`config.mk`:
```
export PLATFORM = sky130hd
export DESIGN_NAME = scr_tx_sched
export DESIGN_NICKNAME = d
export VERILOG_FILES = /design/src/rtl/scr_sched_pkg.sv /design/src/rtl/scr_tx_sched_rr_arbiter.sv /design/src/rtl/scr_tx_sched.sv
export SDC_FILE = /design/constraint.sdc
export NUM_CORES = 1
export LEC_CHECK = 0
export ABC_CLOCK_PERIOD_IN_PS = 2750
export CAP_MARGIN = 25
export CORE_MARGIN = 8
export CORE_UTILIZATION = 47
export DETAILED_ROUTE_END_ITERATION = 6
export PLACE_DENSITY = 0.83
export SLEW_MARGIN = 20
export SYNTH_ARGS = -nofsm -noshare
export SYNTH_HDL_FRONTEND = slang
export SYNTH_SLANG_ARGS = --single-unit
```
`constraint.sdc`:
```
create_clock -name clk -period 2.75 [get_ports clk]
set_input_delay 0.275 -clock clk [delete_from_list [all_inputs] [get_ports clk]]
set_output_delay 0.275 -clock clk [all_outputs]
set_load 0.005 [all_outputs]
```
`src/rtl/scr_sched_pkg.sv`:
```
// Shared types, constants and the round-robin search for the TX scrambler scheduler.
package scr_sched_pkg;

  typedef enum logic [2:0] {
    ST_IDLE,
    ST_START,
    ST_SHIFT,
    ST_WAIT_DONE,
    ST_RESEED
  } scr_sched_state_e;

  localparam int SCR_WORD_W      = 32;
  localparam int SCR_TIMEOUT_CYC = 8;

  // First valid index after ptr, wrapping within n requesters (n <= 8).
  function automatic logic [2:0] rr_next(input logic [2:0] ptr, input logic [7:0] valid,
                                         input int n);
    logic [2:0] g;
    logic [2:0] idx;
    logic       hit;
    g   = ptr;
    hit = 1'b0;
    for (int i = 1; i <= 8; i++) begin
      idx = 3'((int'(ptr) + i) % n);
      if (i <= n && !hit && valid[idx]) begin
        g   = idx;
        hit = 1'b1;
      end
    end
    return g;
  endfunction

endpackage

```
`src/rtl/scr_tx_sched_rr_arbiter.sv`:
```
// Round-robin arbiter: combinational grant from the pointer, pointer moves on advance.
module rr_arbiter
  import scr_sched_pkg::*;
#(
  parameter  int NUM_REQ = 2,
  localparam int IW      = (NUM_REQ > 1) ? $clog2(NUM_REQ) : 1
) (
  input  logic               clk,
  input  logic               rst,
  input  logic [NUM_REQ-1:0] valid,
  input  logic               advance,
  output logic [NUM_REQ-1:0] grant,
  output logic [IW-1:0]      grant_idx
);

  logic [IW-1:0] ptr_q, ptr_d;

  always_comb begin
    grant_idx = IW'(rr_next(3'(ptr_q), 8'(valid), NUM_REQ));
    grant     = '0;
    if (|valid) grant[grant_idx] = 1'b1;
    ptr_d = advance ? grant_idx : ptr_q;
  end

  always_ff @(posedge clk or posedge rst)
    if (rst) ptr_q <= IW'(NUM_REQ - 1);
    else     ptr_q <= ptr_d;

endmodule

```
`src/rtl/scr_tx_sched.sv`:
```
// Bit-serial TX scheduler feeding the scrambler; periodic LFSR reseed.
// Optional WAIT_DONE watchdog with sticky err: define SCR_SCHED_TIMEOUT_EN.
module scr_tx_sched
  import scr_sched_pkg::*;
#(
  parameter  int WORD_W       = SCR_WORD_W,
  parameter  int NUM_REQ      = 2,
  parameter  int RESEED_WORDS = 16,
  localparam int SW           = $clog2(NUM_REQ),
  localparam int BW           = $clog2(WORD_W),
  localparam int CW           = (RESEED_WORDS > 0) ? $clog2(RESEED_WORDS + 1) : 1
) (
  input  logic                      clk,
  input  logic                      rst,
  input  logic [NUM_REQ-1:0]        req_valid,
  input  logic [NUM_REQ*WORD_W-1:0] req_data,
  output logic [NUM_REQ-1:0]        req_ready,
  output logic                      scr_rst_n,
  output logic                      scr_start,
  output logic                      scr_in,
  input  logic                      scr_out,
  input  logic                      scr_done,
  output logic                      ser_valid,
  output logic                      ser_data,
  output logic                      ser_last,
  output logic [SW-1:0]             ser_src,
  output logic                      busy,
  output logic                      err
);

  scr_sched_state_e state_q, state_d;
  logic [WORD_W-1:0] word_q, word_d;
  logic [SW-1:0]     src_q, src_d;
  logic [BW-1:0]     bit_q, bit_d;
  logic [CW-1:0]     wc_q, wc_d;
  logic              ser_valid_q, ser_valid_d;
  logic              ser_data_q, ser_data_d;
  logic              ser_last_q, ser_last_d;
  logic              rst_hold_q;
  logic [NUM_REQ-1:0] gnt;
  logic [SW-1:0]     gnt_idx;
  logic              adv;
`ifdef SCR_SCHED_TIMEOUT_EN
  logic [3:0]        wd_q, wd_d;
  logic              err_q, err_d;
`endif

  rr_arbiter #(.NUM_REQ(NUM_REQ)) u_arb (
    .clk(clk), .rst(rst), .valid(req_valid), .advance(adv),
    .grant(gnt), .grant_idx(gnt_idx)
  );

  always_comb begin
    state_d = state_q;
    word_d  = word_q;
    src_d   = src_q;
    bit_d   = bit_q;
    wc_d    = wc_q;
    adv     = 1'b0;
`ifdef SCR_SCHED_TIMEOUT_EN
    wd_d    = wd_q;
    err_d   = err_q;
`endif
    case (state_q)
      ST_IDLE: if (|req_valid) begin
        adv     = 1'b1;
        word_d  = req_data[int'(gnt_idx)*WORD_W +: WORD_W];
        src_d   = gnt_idx;
        state_d = ST_START;
      end
      ST_START: begin
        bit_d   = '0;
        state_d = ST_SHIFT;
      end
      ST_SHIFT: begin
        if (bit_q == BW'(WORD_W - 1)) begin
          bit_d   = '0;
          state_d = ST_WAIT_DONE;
`ifdef SCR_SCHED_TIMEOUT_EN
          wd_d    = '0;
`endif
        end else begin
          bit_d = bit_q + 1'b1;
        end
      end
      ST_WAIT_DONE: begin
        if (scr_done) begin
          if (RESEED_WORDS != 0 && int'(wc_q) + 1 >= RESEED_WORDS) begin
            wc_d    = '0;
            state_d = ST_RESEED;
          end else begin
            wc_d    = (RESEED_WORDS == 0) ? wc_q : wc_q + 1'b1;
            state_d = ST_IDLE;
          end
        end
`ifdef SCR_SCHED_TIMEOUT_EN
        // Stuck scrambler: flag it and force a fresh LFSR seed.
        else if (wd_q == 4'(SCR_TIMEOUT_CYC - 1)) begin
          err_d   = 1'b1;
          wc_d    = '0;
          state_d = ST_RESEED;
        end else begin
          wd_d = wd_q + 1'b1;
        end
`endif
      end
      ST_RESEED: state_d = ST_IDLE;
      default:   state_d = ST_IDLE;
    endcase

    // Downstream beat is the scrambler output one cycle behind scr_in.
    ser_valid_d = (state_q == ST_SHIFT);
    ser_data_d  = ser_valid_d & scr_out;
    ser_last_d  = ser_valid_d && (bit_q == BW'(WORD_W - 1));
  end

  always_ff @(posedge clk or posedge rst)
    if (rst) begin
      state_q     <= ST_IDLE;
      word_q      <= '0;
      src_q       <= '0;
      bit_q       <= '0;
      wc_q        <= '0;
      ser_valid_q <= 1'b0;
      ser_data_q  <= 1'b0;
      ser_last_q  <= 1'b0;
      rst_hold_q  <= 1'b1;
`ifdef SCR_SCHED_TIMEOUT_EN
      wd_q        <= '0;
      err_q       <= 1'b0;
`endif
    end else begin
      state_q     <= state_d;
      word_q      <= word_d;
      src_q       <= src_d;
      bit_q       <= bit_d;
      wc_q        <= wc_d;
      ser_valid_q <= ser_valid_d;
      ser_data_q  <= ser_data_d;
      ser_last_q  <= ser_last_d;
      rst_hold_q  <= 1'b0;
`ifdef SCR_SCHED_TIMEOUT_EN
      wd_q        <= wd_d;
      err_q       <= err_d;
`endif
    end

  // rst_hold_q keeps the scrambler in reset for one cycle after rst releases.
  assign scr_rst_n = ~rst_hold_q & (state_q != ST_RESEED);
  assign req_ready = (state_q == ST_IDLE && !rst) ? gnt : '0;
  assign scr_start = (state_q == ST_START);
  assign scr_in    = (state_q == ST_SHIFT) & word_q[bit_q];
  assign ser_valid = ser_valid_q;
  assign ser_data  = ser_data_q;
  assign ser_last  = ser_last_q;
  assign ser_src   = src_q;
  assign busy      = (state_q != ST_IDLE);
`ifdef SCR_SCHED_TIMEOUT_EN
  assign err       = err_q;
`else
  assign err       = 1'b0;
`endif

endmodule
```
==> qor.csv, run 1 <==
stage,metric,value,unit
synthesis,ys.flop_type,dfrtp_1,
drt,viasPerCell,5.278,
critical_path,crit_slowest_cell,or4b_2,
synthesis,synth_top_area_cell,dfrtp_1,
sta,finalSetupTns,0,ps
synthesis,synth_edf_count,0,
global_route,grt_pass1_wl,10.43,mm
critical_path,max_stage_delay,720,ps
power,vdd.ir_drop.worst,0.5769,mV
sta,rsz0062_at_grt,false,
critical_path,path_class,register to register,
critical_path,path_cells,"clkbuf_2, buf_4, ha_1, and3_1, ha_1, or4b_2, nor2b_1, o21ai_0, o31ai_1",
floorplan,die_area,8461,µm²
sta,maxSlewViolCount,0,
synthesis,avgSynthCellArea,10.64,µm²
critical_path,cpMostUsedCell,ha_1,
sta,hold_viol,0,
sta,slew_headroom,0.5420,
critical_path,critical_path.max_fanout,5,
global_route,antenna_found_initial,0,
global_route,grt_pass1_vias,2253,
placed_design,place_congestion,0.8012,
critical_path,cp-start-kind,register,
worst_hold_path,hp-class,register to register,
clocking,cts_tree,yes,
sta,setup_viol,0,
clocking,htreeDepth,2,
clocking,cts.reportedPaths.clkPinSlew,90,ps
sta,worstMarginPinSlew,684.4,ps
drt,drtIter0Drc,99,
clocking,cts_sinks,51,
power,power_density,921.6,nW/µm²
floorplan,start_util,0.4898,
global_route,grt_usage,0.1486,
drt,drt-wirelength-per-cell,15.40,µm
clocking,numCtsBuffers,5,
placed_design,numPortBuffers,79,
final_layout,finish.utilization,0.6606,
drt,drc,0,
synthesis,yosysSeqAreaShare,0.4712,
synthesis,yosys.area.top_type_share,0.4518,
synthesis,synthTopCellsByArea,"dfrtp_1, mux2i_1, nand2_1",
floorplan,fp-row-count,27,
power,power.leakage,1.633,nW
final_layout,final_nets,406,
sta,max_freq,0.3833,GHz
critical_path,worstPathArrival,2800,ps
synthesis,netlist_instances,255,
worst_hold_path,hold_depth,2,
placed_design,hpwlAfterDp,4.634,mm
synthesis,synth_seq_cells,51,
floorplan,die_h,91.99,µm
critical_path,end_kind,register,
final_layout,drive_gt1_frac,0.1108,
sta,finalCritPeriodShare,0.9487,
critical_path,reg2regPathDepth,9,
critical_path,crit_required,2940,ps
synthesis,syn_area,2714,µm²
drt,firstDrtPassIters,5,
run_status,status,"finished, final reports clean",
global_route,globalRouteOverflowTotal,0,
drt,vias,2143,
final_layout,area_growth,34.85,%
sta,period_needed,2609,ps
drt,drtAntennaViolNets,0,
synthesis,yosys-top-cells-count,"dfrtp_1, nand2_1, o21ai_0",
clocking,cts_buffer_depth,2,
sta,fin_skew,7.488,ps
clocking,root_buffer,clkbuf_8,
synthesis,yosysMostFrequentCell,dfrtp_1,
floorplan,core-area,5540,µm²
job,drv_cap,0,
synthesis,ys_async_sr_fraction,1.000,
synthesis,yosys_warnings,0,
floorplan,die_x,91.99,µm
synthesis,synth_cell_types,41,
drt,drt-total-wl,6.251,mm
clocking,clkLatencyLatePin,310,ps
floorplan,ios,81,
final_layout,diodes,0,
global_route,grt_max_degree,69,
## power breakdown
part           internal (mW)  switching (mW)  total (mW)
clock network          0.271           0.246       0.517
registers               1.08           0.284        1.37
logic                  0.824           0.666        1.49
total                   2.18            1.20        3.37
## critical path: cells and delay by family, from the launching register on
kind                     cells  cell delay, ps
AO/OA/AOI/OAI                2             250
adder cells (fa/ha/maj)      2             420
buffers and inverters        2             320
flip-flops                   1             430
AND/OR/NAND/NOR              3            1070
## cell families (layout without fill, tap and decap cells)
family,Yosys count,after routing,synth area share
AOI/OAI and AO/OA,57,57,0.1199
adders and majority gates,3,3,0.01383
buffers and inverters,20,98,0.05856
DFF,51,51,0.4712
muxes,42,42,0.1936
other,1,2,0.001382
and+or+nand+nor,81,81,0.1415
## per-layer routing
layer / vias to the layer above / GRT usage / share of wire
li1: 1061 / - / -
met1: 1009 / 0.1786 / 0.43
met2: 64 / 0.2491 / 0.50
met3: 9 / 0.04401 / 0.052
met4: 0 / 0.04832 / 0.017
met5: - / 0 / 0
## registers in the layout, summed over array words and instances, names as in the netlist
name / count
u_arb.ptr_q: 1
ser_last: 1
wc_q: 5
ser_valid: 1
state_q: 3
rst_hold_q: 1
bit_q: 5
ser_data: 1
word_q: 32
ser_src: 1
## cell usage in the layout (no fill, tap or decap), drive strengths merged, types with 2 or more instances in the layout
cell type      instances
mux4                   8
mux2i                 33
clkbuf                 6
nand2                 46
o21ai                 44
and3                   3
and2                   3
ha                     3
nor2b                  3
clkdlybuf4s50         78
dfstp                  2
inv                    2
dfrtp                 49
nor3                   4
nor3b                  3
nor2                   9
a22o                   2
clkinv                 2
nor4                   2
buf                    8
a21oi                  3
conb                   2
## final timing paths
check / start / end / slack [ps]
max in group asynchronous: rst / bit_q[1] / 1790
hold reg to reg: word_q[29] / word_q[29] / 490
min in group asynchronous: rst / ser_src / 510
hold / removal: word_q[29] / word_q[29] / 490
setup reg to reg: bit_q[0] / bit_q[3] / 140
setup / recovery: bit_q[0] / bit_q[3] / 140
## per-stage QoR
| stage | hold slack (ps) | instances | total power [mW] | setup slack, ps | instance area [µm²] |
|---|---|---|---|---|---|
| after floorplan | 403.6 | 256 | 2.404 | 757.2 | 2718 |
| after CTS | 493.6 | 403 | 3.317 | 8.709 | 3618 |
| final | 489.3 | 406 | 3.373 | 141.1 | 3660 |
| after detailed placement | 472.7 | 393 | 2.763 | 159.0 | 3488 |
| after global routing | 519.8 | 406 | 3.617 | 93.80 | 3660 |
| after global placement | 464.6 | 393 | 2.702 | 213.2 | 3488 |
## cell type report
cell class              instances  area (µm²)
flip-flops and latches         51        1281
repair buffers                 88       870.8
well taps                      72       90.09
clock inverters                 3       43.79
inverters                       2       7.507
fillers                       429        1881
multi-input cells             185        1297
clock buffers                   5       68.82
## timing repair
action                                  4_1_cts  5_1_grt
setup buffers                                 2        3
hold buffers                                  0        0
endpoints found under the setup margin        1        1
gates resized for setup                       2        2
No activity file was read; power rests on OpenSTA's default activity.
==> run 2, diff against run 1 <==
--- a/config.mk
+++ b/config.mk
@@ -5,13 +5,12 @@
 export SDC_FILE = /design/constraint.sdc
 export NUM_CORES = 1
 export LEC_CHECK = 0
-export ABC_CLOCK_PERIOD_IN_PS = 2750
+export ABC_CLOCK_PERIOD_IN_PS = 2830
 export CAP_MARGIN = 25
 export CORE_MARGIN = 8
 export CORE_UTILIZATION = 47
 export DETAILED_ROUTE_END_ITERATION = 6
 export PLACE_DENSITY = 0.83
-export SLEW_MARGIN = 20
 export SYNTH_ARGS = -nofsm -noshare
 export SYNTH_HDL_FRONTEND = slang
 export SYNTH_SLANG_ARGS = --single-unit
==> constraint.sdc (replaced) <==
create_clock -name clk -period 2.83 [get_ports clk]
set_input_delay 0.283 -clock clk [delete_from_list [all_inputs] [get_ports clk]]
set_output_delay 0.283 -clock clk [all_outputs]
set_load 0.005 [all_outputs]
==> qor.csv, run 2 (synthesis results as in run 1) <==
stage,metric,value,unit,change
run_status,status,"finished, final reports clean",,
clocking,root_buffer,clkbuf_8,,
worst_hold_path,hp-class,register to register,,
sta,maxSlewViolCount,0,,unchanged
placed_design,place_congestion,0.8098,,+1.1%
critical_path,crit_slowest_cell,clkdlybuf4s50_1,,
final_layout,largest_registers,"word_q: 32 flops, bit_q: 5 flops, wc_q: 5 flops",,
sta,hold_viol,0,,unchanged
clocking,htreeDepth,2,,unchanged
floorplan,die_area,8461,µm²,unchanged
critical_path,reg2reg_to,bit_q[3],,
final_layout,fillCellCount,460,,+7.2%
drt,drtAntennaViolNets,0,,unchanged
sta,worstMarginPinSlew,674.4,ps,-10.00 ps
floorplan,die_h,91.99,µm,unchanged
critical_path,worst-r2r-setup-slack,490,ps,+350 ps
critical_path,critPathTopFamily,buffers and inverters,,
drt,drt-wirelength-per-cell,15.09,µm,-2.0%
drt,vias,2126,,-0.79%
sta,fin_ws,50.00,ps,-91.13 ps
final_layout,fin_cells,407,,+0.25%
clocking,cts_sinks,51,,unchanged
clocking,numCtsBuffers,5,,unchanged
critical_path,crit_required,2550,ps,-390 ps
placed_design,placed_area,3488,µm²,unchanged
critical_path,crit_buf_inv,2,,unchanged
sta,finalSetupTns,0,ps,unchanged
clocking,clkLatencyLatePin,310,ps,about the same
critical_path,cp-start-kind,register,,
job,drv_cap,0,,unchanged
sta,setup_viol,0,,unchanged
drt,drtIter0Drc,74,,-25%
critical_path,max_stage_delay,560,ps,-160 ps
placed_design,numPortBuffers,79,,unchanged
critical_path,reg2regPathDepth,8,,-1
final_layout,drive_gt1_frac,0.1104,,-0.0003307
floorplan,start_util,0.4898,,unchanged
clocking,cts_buffer_depth,2,,unchanged
critical_path,critical_path.max_fanout,7,,+2
sta,max_freq,0.3597,GHz,
clocking,cts.reportedPaths.clkPinSlew,100,ps,about the same
worst_hold_path,hold_path_end,word_q[7],,
global_route,grt_max_degree,69,,unchanged
sta,holdWs,488.7,ps,-0.5910 ps
power,power,3.254,mW,-3.5%
sta,slew_headroom,0.5487,,+0.006694
final_layout,diodes,0,,unchanged
critical_path,path_cells,"buf_4, mux4_2, mux2i_1, a31o_2, nor4_2, clkdlybuf4s50_1",,
final_layout,area_growth,34.58,%,
placed_design,dp.cells,393,,unchanged
floorplan,die_x,91.99,µm,unchanged
power,power_density,890.9,nW/µm²,-3.3%
sta,period_needed,2780,ps,
sta,finalCritPeriodShare,0.9823,,
final_layout,final_common_cell,clkdlybuf4s50_1,,
placed_design,dpl_worst_slack,239.4,ps,+80.41 ps
worst_hold_path,hold_start,word_q[7],,
power,power.leakage,1.612,nW,-1.3%
drt,drt-total-wl,6.142,mm,-1.7%
worst_hold_path,hold_depth,2,,unchanged
critical_path,end_kind,primary output,,
final_layout,finish.utilization,0.6592,,-0.001355
global_route,grt_pass1_vias,2192,,-2.7%
floorplan,ios,81,,unchanged
drt,firstDrtPassIters,4,,-1
final_layout,regMostFlops,word_q,,
drt,viasPerCell,5.224,,-1.0%
clocking,cts_hold_buffers,0,,unchanged
critical_path,path_class,register to primary output,,
final_layout,finalInstanceArea,3652,µm²,-0.21%
floorplan,fp-row-count,27,,unchanged
drt,drc,0,,unchanged
critical_path,worstPathArrival,2500,ps,-300 ps
power,vdd.ir_drop.worst,0.4133,mV,-28%
critical_path,reg2reg_from,bit_q[0],,
final_layout,largest_reg_flops,32,,unchanged
global_route,antenna_found_initial,0,,unchanged
final_layout,layout_common_cells,"clkdlybuf4s50_1, dfrtp_1, nand2_1, mux2i_1, o21ai_0",,
final_layout,final_nets,407,,+0.25%
clocking,cts_tree,yes,,
global_route,grt_usage,0.1495,,+0.0008621
global_route,grt_pass1_wl,10.34,mm,-0.85%
sta,fin_skew,14.15,ps,+6.665 ps
floorplan,core-area,5540,µm²,unchanged
placed_design,hpwlAfterDp,4.639,mm,about the same
global_route,globalRouteOverflowTotal,0,,unchanged
run 2: layer usage:
layer | vias up | wire [µm] | GRT usage
li1 | 1064 | - | -
met1 | 1012 | 2704 | 0.1806
met2 | 45 | 3085 | 0.2503
met3 | 5 | 289 | 0.04564
met4 | 0 | 62 | 0.04430
met5 | - | 0 | 0
run 2: what timing repair did:
| action | CTS | global route |
|---|---|---|
| pin swaps | 0 | 1 |
| buffers inserted | 3 | 3 |
| setup endpoints to repair | 1 | 1 |
| resized for setup | 1 | 2 |
run 2: cell type report:
cell class                 instances  area [µm²]  share of cell area
clock inverter                     2       37.54             0.01028
inverter                           2       7.507            0.002056
multi-input combinational        185        1297              0.3553
clock buffer                       6       72.57             0.01987
sequential                        51        1281              0.3508
tap                               72       90.09             0.02467
timing repair buffer              89       865.8              0.2371
run 2: power by group:
group	switching, mW	leakage (nW)	internal (mW)	total (mW)
logic	0.632	0.932	0.797	1.43
registers	0.277	0.629	1.05	1.33
clock network	0.234	0.0514	0.264	0.498
total	1.14	1.61	2.11	3.25
run 2: worst max-delay path by stage:
stage / startpoint / end / slack (ps) / cells past startpoint
2_1_floorplan: bit_q[0] / bit_q[3] / 840 / 7
3_3_place_gp: bit_q[0] / scr_in / 280 / 5
3_5_place_dp: bit_q[0] / scr_in / 240 / 5
4_1_cts: bit_q[1] / scr_in / 10 / 4
5_1_grt: bit_q[0] / scr_in / -50 / 6
6_report: bit_q[0] / scr_in / 50 / 6
run 2: worst register-to-register path: stages (launching register included):
cell and delay (ps):
dfrtp_2 480, buf_4 170, ha_1 210, and3_1 190, ha_1 210, or4b_2 720, nor2b_1 130, o21ai_0 70
o31ai_1 80
==> run 3, diff against run 2 <==
--- a/config.mk
+++ b/config.mk
@@ -7,10 +7,11 @@
 export LEC_CHECK = 0
 export ABC_CLOCK_PERIOD_IN_PS = 2830
 export CAP_MARGIN = 25
-export CORE_MARGIN = 8
+export CORE_MARGIN = 3
 export CORE_UTILIZATION = 47
 export DETAILED_ROUTE_END_ITERATION = 6
 export PLACE_DENSITY = 0.83
+export SLEW_MARGIN = 0
 export SYNTH_ARGS = -nofsm -noshare
 export SYNTH_HDL_FRONTEND = slang
 export SYNTH_SLANG_ARGS = --single-unit
==> qor.csv, run 3 (synthesis results as in run 1) <==
stage,metric,value,unit,change
final_layout,layout_common_cells,"clkdlybuf4s50_1, dfrtp_1, nand2_1, mux2i_1, o21ai_0",,
sta,holdWs,478.7,ps,-10.00 ps
clocking,cts_buffer_depth,2,,unchanged
drt,viasPerCell,5.211,,-0.23%
clocking,clkLatencyLatePin,310,ps,about the same
final_layout,drive_gt1_frac,0.09697,,-0.01348
power,power.leakage,1.597,nW,-0.94%
power,power_density,888.5,nW/µm²,-0.27%
sta,maxSlewViolCount,0,,unchanged
critical_path,end_kind,primary output,,
worst_hold_path,hold_depth,2,,unchanged
global_route,globalRouteOverflowTotal,0,,unchanged
clocking,cts_hold_buffers,0,,unchanged
drt,drt-total-wl,5.624,mm,-8.4%
drt,drtAntennaViolNets,0,,unchanged
clocking,root_buffer,clkbuf_8,,
worst_hold_path,hold_path_end,word_q[13],,
placed_design,place_congestion,0.8193,,+1.2%
placed_design,dpl_worst_slack,368.1,ps,+128.7 ps
clocking,cts.reportedPaths.clkPinSlew,90,ps,about the same
critical_path,reg2reg_from,bit_q[0],,
clocking,numCtsBuffers,5,,unchanged
critical_path,reg2reg_to,bit_q[3],,
critical_path,worstPathArrival,2380,ps,-120 ps
global_route,grt_pass1_wl,9.591,mm,-7.3%
sta,fin_ws,166.6,ps,+116.6 ps
sta,fin_skew,5.986,ps,-8.167 ps
critical_path,crit_required,2550,ps,about the same
drt,wl_met3,264,µm,-8.7%
job,drv_cap,0,,unchanged
placed_design,hpwlAfterDp,4.203,mm,-9.4%
drt,highest_layer,met4,,
floorplan,ios,81,,unchanged
clocking,htreeDepth,2,,unchanged
clocking,cts_tree,yes,,
sta,hold_viol,0,,unchanged
final_layout,final_common_cell,clkdlybuf4s50_1,,
final_layout,largest_reg_flops,32,,unchanged
critical_path,max_stage_delay,560,ps,about the same
floorplan,die_area,6722,µm²,-21%
global_route,antenna_found_initial,0,,unchanged
power,vdd.ir_drop.worst,0.4695,mV,+14%
critical_path,worst-r2r-setup-slack,440,ps,-50 ps
run_status,status,"finished, final reports clean",,
sta,finalSetupTns,0,ps,unchanged
global_route,grt_max_degree,69,,unchanged
floorplan,fp-row-count,27,,unchanged
final_layout,final_nets,402,,-1.2%
drt,drt-wirelength-per-cell,13.99,µm,-7.3%
critical_path,cp-start-kind,register,,
worst_hold_path,hold_start,word_q[13],,
drt,drtIter0Drc,151,,+100%
floorplan,die_h,81.99,µm,-11%
worst_hold_path,hp-class,register to register,,
final_layout,area_growth,33.38,%,
final_layout,largest_registers,"word_q: 32 flops, bit_q: 5 flops, wc_q: 5 flops",,
critical_path,path_class,register to primary output,,
floorplan,start_util,0.4898,,unchanged
drt,m1WireLength,2.610,mm,-3.5%
drt,vias,2095,,-1.5%
drt,drc,0,,unchanged
sta,rsz0062_at_grt,false,,
power,power,3.216,mW,-1.2%
critical_path,crit_slowest_cell,clkdlybuf4s50_1,,
global_route,grt_pass1_vias,2114,,-3.6%
sta,slew_headroom,0.5814,,+0.03269
sta,setup_viol,0,,unchanged
critical_path,critical_path.max_fanout,7,,unchanged
sta,period_needed,2663,ps,-116.6 ps
global_route,grt_usage,0.1863,,+0.03678
sta,finalCritPeriodShare,0.9411,,-0.04120
drt,firstDrtPassIters,5,,+1
critical_path,path_cells,"mux4_2, mux2i_1, a31o_2, nor4_1, clkdlybuf4s50_1",,
placed_design,numPortBuffers,79,,unchanged
sta,worstMarginPinSlew,628.0,ps,-46.48 ps
sta,max_freq,0.3755,GHz,+4.4%
floorplan,die_x,81.99,µm,-11%
final_layout,diodes,0,,unchanged
final_layout,regMostFlops,word_q,,
floorplan,core-area,5540,µm²,unchanged
critical_path,reg2regPathDepth,8,,unchanged
clocking,cts_sinks,51,,unchanged
final_layout,fillCellCount,458,,-0.43%
drt,wl_met2,2.634,mm,-15%
run 3: cell count changes in the layout (fill, tap and decap cells not counted), sizes merged:
cell / delta
buf: -5
clkinvlp: -1
inv: +1
run 3: timing repair:
action / CTS / global route
endpoints found under the hold margin: 0 / 0
setup endpoints to repair: 0 / 1
buffers inserted: 0 / 0
resized for setup: 0 / 2
run 3: worst max-delay path by stage:
| stage | end | from | slack [ps] | cells past startpoint |
|---|---|---|---|---|
| 2_1_floorplan | bit_q[3] | bit_q[0] | 840 | 7 |
| 3_3_place_gp | scr_in | bit_q[0] | 450 | 5 |
| 3_5_place_dp | bit_q[3] | bit_q[0] | 370 | 8 |
| 4_1_cts | scr_in | bit_q[0] | 30 | 5 |
| 5_1_grt | scr_in | bit_q[0] | 40 | 5 |
| 6_report | scr_in | bit_q[0] | 170 | 5 |
run 3: layout make-up:
class                           count  area, µm²  share of cell area
Multi-Input combinational cell    185       1291              0.3567
Sequential cell                    51       1281              0.3540
Timing Repair Buffer               84      828.3              0.2288
Tap cell                           72      90.09             0.02489
Clock buffer                        6      82.58             0.02281
Clock inverter                      2      38.79             0.01072
Inverter                            2      7.507            0.002074
run 3: power breakdown:
group / switching (mW) / internal, mW
sequential: 0.286 / 1.05
clock: 0.246 / 0.291
combinational: 0.593 / 0.750
total: 1.13 / 2.09
run 3: worst max-delay path, delay by kind of cell, from the launching register on:
kind	cells	cell delay, ps
buffers and inverters	1	560
flip-flops	1	500
multiplexers	2	420
AND/OR/NAND/NOR	1	340
AO/OA/AOI/OAI	1	250
run 3: metal layers:
metal	GRT usage	up-vias
met5	0	-
met4	0.06645	0
met3	0.04715	9
met2	0.2997	56
met1	0.2438	977
li1	-	1053
run 3: metrics by stage:
step                utilization  std cells  cell area [µm²]
global placement         0.6310        394             3496
finish                   0.6533        402             3620
global route             0.6533        402             3620
CTS                      0.6529        402             3617
floorplan                     -        256             2718
detailed placement       0.6310        394             3496
